**src/rtl/scan_chain_ctrl.sv**
```systemverilog
// scan_chain_ctrl: sequences shift/capture control of a mux-flop scan chain
module scan_chain_ctrl #(
    parameter int CHAIN_LEN = 8,
    parameter int CNT_W     = 3
) (
    input  logic                 CK,
    input  logic                 CD,
    input  logic                 START,
    input  logic                 CAPEN,
    input  logic [CHAIN_LEN-1:0] PAT,
    input  logic                 SO,
    output logic                 SD,
    output logic                 SP,
    output logic                 SI,
    output logic                 BUSY,
    output logic                 DONE,
    output logic [CHAIN_LEN-1:0] UNLOAD
);
    typedef enum logic [1:0] {IDLE, SHIFT, CAPTURE, FINISH} state_t;

    state_t               state, state_n;
    logic [CNT_W-1:0]     cnt;
    logic [CHAIN_LEN-1:0] pat_q;
    logic                 capen_q;
    logic [CNT_W-1:0]     idx;
    logic                 last;

    // the chain's far end is reached first, so bits go out MSB first
    assign idx  = CNT_W'(CHAIN_LEN - 1) - cnt;
    assign last = cnt == CNT_W'(CHAIN_LEN - 1);

    assign SD   = state == SHIFT;
    assign SP   = state == SHIFT || state == CAPTURE;
    assign SI   = state == SHIFT ? pat_q[idx] : 1'b0;
    assign BUSY = state != IDLE;
    assign DONE = state == FINISH;

    // next-state decode
    always_comb begin
        state_n = state == IDLE    ? (START ? SHIFT : IDLE) :
                  state == SHIFT   ? (last ? (capen_q ? CAPTURE : FINISH) : SHIFT) :
                  state == CAPTURE ? FINISH : IDLE;
    end

    // state register plus counter, latched request and unload capture
    always_ff @(posedge CK) begin
        if (CD) begin
            state   <= IDLE;
            cnt     <= '0;
            pat_q   <= '0;
            capen_q <= 1'b0;
            UNLOAD  <= '0;
        end else begin
            state <= state_n;
            if (state == IDLE && START) begin
                pat_q   <= PAT;
                capen_q <= CAPEN;
                cnt     <= '0;
            end
            if (state == SHIFT) begin
                UNLOAD[idx] <= SO;
                cnt         <= last ? '0 : cnt + CNT_W'(1);
            end
        end
    end
endmodule

```
**config.mk**
```make
export PLATFORM = sky130hd
export DESIGN_NAME = scan_chain_ctrl
export DESIGN_NICKNAME = d
export VERILOG_FILES = /design/src/rtl/scan_chain_ctrl.sv
export SDC_FILE = /design/constraint.sdc
export NUM_CORES = 1
export LEC_CHECK = 0
export ABC_AREA = 1
export CAP_MARGIN = 20
export CORE_MARGIN = 4
export CORE_UTILIZATION = 51
export CTS_BUF_LIST = sky130_fd_sc_hd__clkbuf_8 sky130_fd_sc_hd__clkbuf_16
export DETAILED_ROUTE_END_ITERATION = 8
export PLACE_DENSITY = 0.89
export SYNTH_ARGS = -nofsm -noshare
export SYNTH_HDL_FRONTEND = slang
export SYNTH_SLANG_ARGS = --single-unit
export TNS_END_PERCENT = 100
```
**constraint.sdc**
```tcl
create_clock -name CK -period 2 [get_ports CK]
set_input_delay 0.2 -clock CK [delete_from_list [all_inputs] [get_ports CK]]
set_output_delay 0.2 -clock CK [all_outputs]
set_load 0.02 [all_outputs]
```
==> results of run 1 <==
==> final timing paths <==
path / from / to / cells after the start
max: state[1]$_SDFF_PP0_ / SD / 4
max reg2reg: state[0]$_SDFF_PP0_ / cnt[1]$_SDFFE_PP0P_ / 7
min: UNLOAD[3]$_SDFFE_PP0P_ / UNLOAD[3]$_SDFFE_PP0P_ / 2
min reg2reg: UNLOAD[3]$_SDFFE_PP0P_ / UNLOAD[3]$_SDFFE_PP0P_ / 2
==> routing by layer <==
metal  global-route usage, %  vias up
met5                       0        -
met4                   7.660        0
met3                   2.817        6
met2                   34.90       32
met1                   20.41      455
li1                        -      508
==> metrics by stage <==
step	power, mW	hold WS [ns]	utilization (%)
2_1_floorplan	0.5802	0.2785	-
3_3_place_gp	0.6354	0.4497	68.30
3_5_place_dp	0.6397	0.4507	68.30
4_1_cts	0.8997	0.4603	70.54
5_1_grt	0.9340	0.4874	70.66
6_report	0.8973	0.4584	70.66
==> area by class of cell <==
| class | count | area (sq um) |
|---|---|---|
| Clock buffer | 3 | 41.29 |
| Sequential cell | 22 | 442.9 |
| Fill cell | 155 | 575.6 |
| Tap cell | 27 | 33.78 |
| Multi-Input combinational cell | 99 | 525.5 |
| Inverter | 16 | 60.06 |
| Timing Repair Buffer | 29 | 282.8 |
==> cell families (layout without fill, tap and decap cells) <==
| kind of cell | Yosys count | in the layout | share of synthesized area (%) |
|---|---|---|---|
| fa+ha+maj | 6 | 6 | 7.126 |
| buf+inv | 21 | 48 | 8.312 |
| flops | 22 | 22 | 41.80 |
| compound gates | 21 | 21 | 11.40 |
| simple gates | 72 | 72 | 31.35 |
==> power by group through the flow <==
stage	combinational, mW	sequential (mW)	clock [mW]
after CTS	0.161	0.471	0.268
after detailed placement	0.159	0.481	0
after floorplan	0.102	0.479	0
after global routing	0.179	0.473	0.282
final	0.161	0.470	0.266
after global placement	0.156	0.479	0
==> state kept, by name, summed over array words and instances (netlist names) <==
name and flops:
UNLOAD 8, capen_q 1, cnt 3, pat_q 8
state 2
==> critical path, cell delays in order, from the launching register on <==
cell and delay [ns]:
dfxtp_1 0.33, inv_1 0.09, ha_1 0.19, buf_4 0.16, clkdlybuf4s50_1 0.60
==> repair_timing <==
action                     4_1_cts  5_1_grt
setup endpoints to repair        1        1
resized for setup                2        1
gates cloned                     0        0
pin swaps                        0        0
==> synth_stat cells <==
master,count,area (sq um)
nand3_1,13,65.06
a211oi_1,6,45.04
nor3_2,1,10.01
o21ai_0,1,5.000
buf_6,1,11.26
buf_1,2,7.510
inv_1,12,45.04
clkinv_1,1,3.750
nor2_4,2,22.52
buf_2,1,5.000
dfxtp_1,22,440.4
nand2_2,1,6.260
nor2_8,1,20.02
clkbuf_1,1,3.750
ha_1,6,75.07
a21oi_1,14,70.07
nor2_1,13,48.80
nand2_1,39,146.4
nor3_1,1,5.000
or2_2,1,6.260
inv_2,3,11.26
==> results.toml, run 1 <==
[pwr]
pwr-share-comb_pct = 18.0
power_leakage_nw = 0.5706
power.internal_mw = 0.6641
power_density_nw_per_um2 = 647.2
p_sw_share_pct = 25.99
p_sw_mw = 0.2332
p_clk_share_pct = 29.6
power_frac_seq_pct = 52.4
peakVddDrop_mv = 0.3693

[floorplan]
fp.coreArea_sq_um = 1962
die_area_sq_um = 2857
start_util_pct = 53.70
die-height_microns = 53.45
rows = 16
ios = 26
die_x_microns = 53.45

[logic_synthesis]
syn-num-nets = 161
ys_seq_elements = 22
syn_area_per_cell_sq_um = 7.419
yosys.cell_types.count = 21
syn_area_sq_um = 1054
ys.warnings.count = 0
syn_inst = 142
ys_seq_area_share_pct = 41.81

[grt]
grt_pass1_wl_mm = 3.926
grt_usage_pct = 18.65
grt.overflow.total = 0
antenna_found_initial = 0
grt_max_degree = 23
grt_pass1_vias = 980

[detailed_routing]
wl_met2_mm = 1.286
drtIter0Drc = 48
top_layer = "met4"
drt_wl_total_mm = 2.438
vias = 1001
met3_length_microns = 104
dr.pass1.iters = 4
post-route-drc-count = 0
drt-met1-wl_microns = 996
wire_per_inst_microns = 12.44
ant_nets = 0
vias_per_cell = 5.107

[timing]
finalHoldViolCount = 0
period_minus_slack_ns = 1.826
max_freq_mhz = 547.7
fin_crit_sh_pct = 91.29
skew_ns = 0.005973
totalNegativeSetupSlack_ns = 0
rsz0062_at_grt = "false"
worst_slack_ns = 0.1742
setup_violations = 0
relSlewSlack_pct = 80.31
tightest_slew_ns = 0.2943
slew_violations = 0

[worst_setup_path]
worstPathArrival_ns = 1.63
worstSetupPathType = "register to primary output"
startpoint_type = "register"
cp.required_ns = 1.80
r2r_slack_ns = 0.46
critPathMaxFanout = 7
end_kind = "primary output"

[finish]
nNetsFinal = 190
instances_no_fill = 196
layout_commonest_cell = "nand2_1"
layout_common_cells = "39 x nand2_1, 24 x clkdlybuf4s50_1, 20 x dfxtp_1, 14 x a21oi_1"
area_growth_pct = 31.59
drive_gt1_share_pct = 10.65
final_area_sq_um = 1386
antenna_cells = 0

[placed_design]
place_area_sq_um = 1340
dp_slack_ns = 0.2461
place_inst = 193
hpwl_mm = 1.767
io_buffers = 25
routabilityCongestion = 0.8322

[clocking]
clk_pin_slew_worst_paths_ns = 0.08
cts_hold_buf = 0
h-tree-depth = 1
clockBufferDepth = 2
clock-root-buffer = "clkbuf_8"
clock_sinks = 22
cts_made_buffers = 3
clkLatencyLatePin_ns = 0.25
cts_setup_buffers = 0
cts_tree = "built"

[outcome]
status = "finished clean"

[flow_run]
cap_viol_max_count = 0

[worst_hold_path]
min_path_type = "register to register"
No activity file was read; power rests on OpenSTA's default activity.
==> run 2, diff against run 1 <==
--- a/config.mk
+++ b/config.mk
@@ -8,10 +8,10 @@
 export ABC_AREA = 1
 export CAP_MARGIN = 20
 export CORE_MARGIN = 4
-export CORE_UTILIZATION = 51
+export CORE_UTILIZATION = 43
 export CTS_BUF_LIST = sky130_fd_sc_hd__clkbuf_8 sky130_fd_sc_hd__clkbuf_16
 export DETAILED_ROUTE_END_ITERATION = 8
-export PLACE_DENSITY = 0.89
+export PLACE_DENSITY = 0.81
 export SYNTH_ARGS = -nofsm -noshare
 export SYNTH_HDL_FRONTEND = slang
 export SYNTH_SLANG_ARGS = --single-unit
==> constraint.sdc (replaced) <==
create_clock -name CK -period 1.5 [get_ports CK]
set_input_delay 0.15 -clock CK [delete_from_list [all_inputs] [get_ports CK]]
set_output_delay 0.15 -clock CK [all_outputs]
set_load 0.02 [all_outputs]
==> results.toml, run 2 (synthesized netlist as in run 1, its figures left out) <==
[outcome]
status = "finished clean"

[clocking]
h-tree-depth = 1
cts_made_buffers = 3
clockBufferDepth = 2
cts_tree = "built"
cts_setup_buffers = 0
clkLatencyLatePin_ns = 0.26
clock_sinks = 22
clk_pin_slew_worst_paths_ns = 0.08
clock-root-buffer = "clkbuf_8"

[finish]
layout_commonest_cell = "nand2_1"
area_growth_pct = 37.89
fillers = 191
drive_gt1_share_pct = 20.00
final_area_sq_um = 1453
antenna_cells = 0
nNetsFinal = 201
layout_common_cells = "39 x nand2_1, 20 x clkdlybuf4s50_1, 19 x dfxtp_1, 16 x buf_4, 14 x a21oi_1"
utilization_pct = 63.83
reg_top3 = "UNLOAD x8, pat_q x8, cnt x3"

[placed_design]
io_buffers = 25
place_area_sq_um = 1424
hpwl_mm = 1.847
routabilityCongestion = 0.8517
dp_slack_ns = -0.1186

[detailed_routing]
drt_wl_total_mm = 2.349
vias = 1021
ant_nets = 0
post-route-drc-count = 0
wire_per_inst_microns = 11.29
dr.pass1.iters = 4
drtIter0Drc = 16
vias_per_cell = 4.909

[pwr]
power_density_nw_per_um2 = 837.3
pwr-share-comb_pct = 18.9
power.internal_mw = 0.8944
power_frac_seq_pct = 51.5
power_leakage_nw = 0.6204
p_sw_share_pct = 26.47
p_sw_mw = 0.3219
p_total_mw = 1.216
p_clk_share_pct = 29.6
peakVddDrop_mv = 0.6158

[floorplan]
rows = 17
start_util_pct = 46.29
die_x_microns = 57.50
ios = 26
fp.coreArea_sq_um = 2276
die_area_sq_um = 3306
die-height_microns = 57.50

[timing]
fin_crit_sh_pct = 92.03
slew_violations = 0
rsz0062_at_grt = "false"
max_freq_mhz = 724.4
skew_ns = 0.002176
tightest_slew_ns = 0.2963
period_minus_slack_ns = 1.380
worst_slack_ns = 0.1196
setup_violations = 0
relSlewSlack_pct = 80.19
finalHoldViolCount = 0

[worst_setup_path]
worstPathArrival_ns = 1.23
rr_worst_depth = 7
critPathMaxFanout = 5
end_kind = "primary output"
critPathCapture = "SI"
worstSetupPathType = "register to primary output"
rr_endpoint = "cnt[1]$_SDFFE_PP0P_"
r2r_start = "state[0]$_SDFF_PP0_"
r2r_slack_ns = 0.17
cp.required_ns = 1.35
startpoint_type = "register"
cp-startpoint = "cnt[1]$_SDFFE_PP0P_"

[grt]
grt_pass1_wl_mm = 3.919
grt.overflow.total = 0
grt_max_degree = 23
antenna_found_initial = 0
grt_pass1_vias = 977
grt_usage_pct = 14.96

[worst_hold_path]
min_path_type = "primary input to register"

[flow_run]
cap_viol_max_count = 0
[run 2: through the flow]
stage | hold WS [ns] | TNS [ns] | std cells
after global routing | 0.4619 | 0 | 208
after detailed placement | 0.4578 | -0.1223 | 205
after floorplan | 0.2285 | 0 | 142
after global placement | 0.4455 | -0.08303 | 205
after CTS | 0.4415 | 0 | 208
final | 0.4392 | 0 | 208
[run 2: worst min-delay path by stage]
stage                                      start                      to  slack, ns  depth (start not counted)
final                                      CAPEN    capen_q$_SDFFE_PP0P_       0.44                          3
after global routing                       CAPEN    capen_q$_SDFFE_PP0P_       0.46                          3
after CTS                                  CAPEN    capen_q$_SDFFE_PP0P_       0.44                          3
after detailed placement  UNLOAD[5]$_SDFFE_PP0P_  UNLOAD[5]$_SDFFE_PP0P_       0.46                          2
after global placement    UNLOAD[1]$_SDFFE_PP0P_  UNLOAD[1]$_SDFFE_PP0P_       0.45                          2
after floorplan                               CD   pat_q[0]$_SDFFE_PP0P_       0.23                          1
[run 2: final cells by class]
| type | instances | area (sq um) | share of cell area [%] |
|---|---|---|---|
| Multi-Input combinational cell | 99 | 528.0 | 36.35 |
| Sequential cell | 22 | 444.2 | 30.58 |
| Timing Repair Buffer | 40 | 344.1 | 23.69 |
| Inverter | 16 | 60.06 | 4.134 |
| Clock buffer | 3 | 41.29 | 2.842 |
| Tap cell | 28 | 35.03 | 2.412 |
[run 2: timing repair]
item,4_1_cts,5_1_grt
setup endpoints to repair,5,5
hold endpoints to repair,0,0
gates cloned,0,0
resized for setup,12,8
hold buffers,0,0
pin swaps,0,0
[run 2: power by group through the flow]
| stage | Sequential, mW | Combinational (mW) | Clock [mW] |
|---|---|---|---|
| 2_1_floorplan | 0.638 | 0.136 | 0 |
| 3_3_place_gp | 0.637 | 0.226 | 0 |
| 3_5_place_dp | 0.639 | 0.235 | 0 |
| 4_1_cts | 0.626 | 0.231 | 0.367 |
| 5_1_grt | 0.630 | 0.254 | 0.389 |
| 6_report | 0.626 | 0.230 | 0.360 |
[run 2: worst max-delay path, stage by stage, from the launching register on]
cell and delay, ns:
dfxtp_2 0.35, buf_4 0.14, nor2_4 0.09, nand2_1 0.06
nand2_1 0.05, nor2_1 0.04, nor2_1 0.09, buf_4 0.15
[run 2: routing by layer]
layer  part of all wire, %  vias up  global-route usage [%]
met5                     0        -                       0
met4                   2.1        0                   10.26
met3                   3.8        4                   2.715
met2                    52       21                   25.81
met1                    42      463                   16.39
li1                      -      533                       -
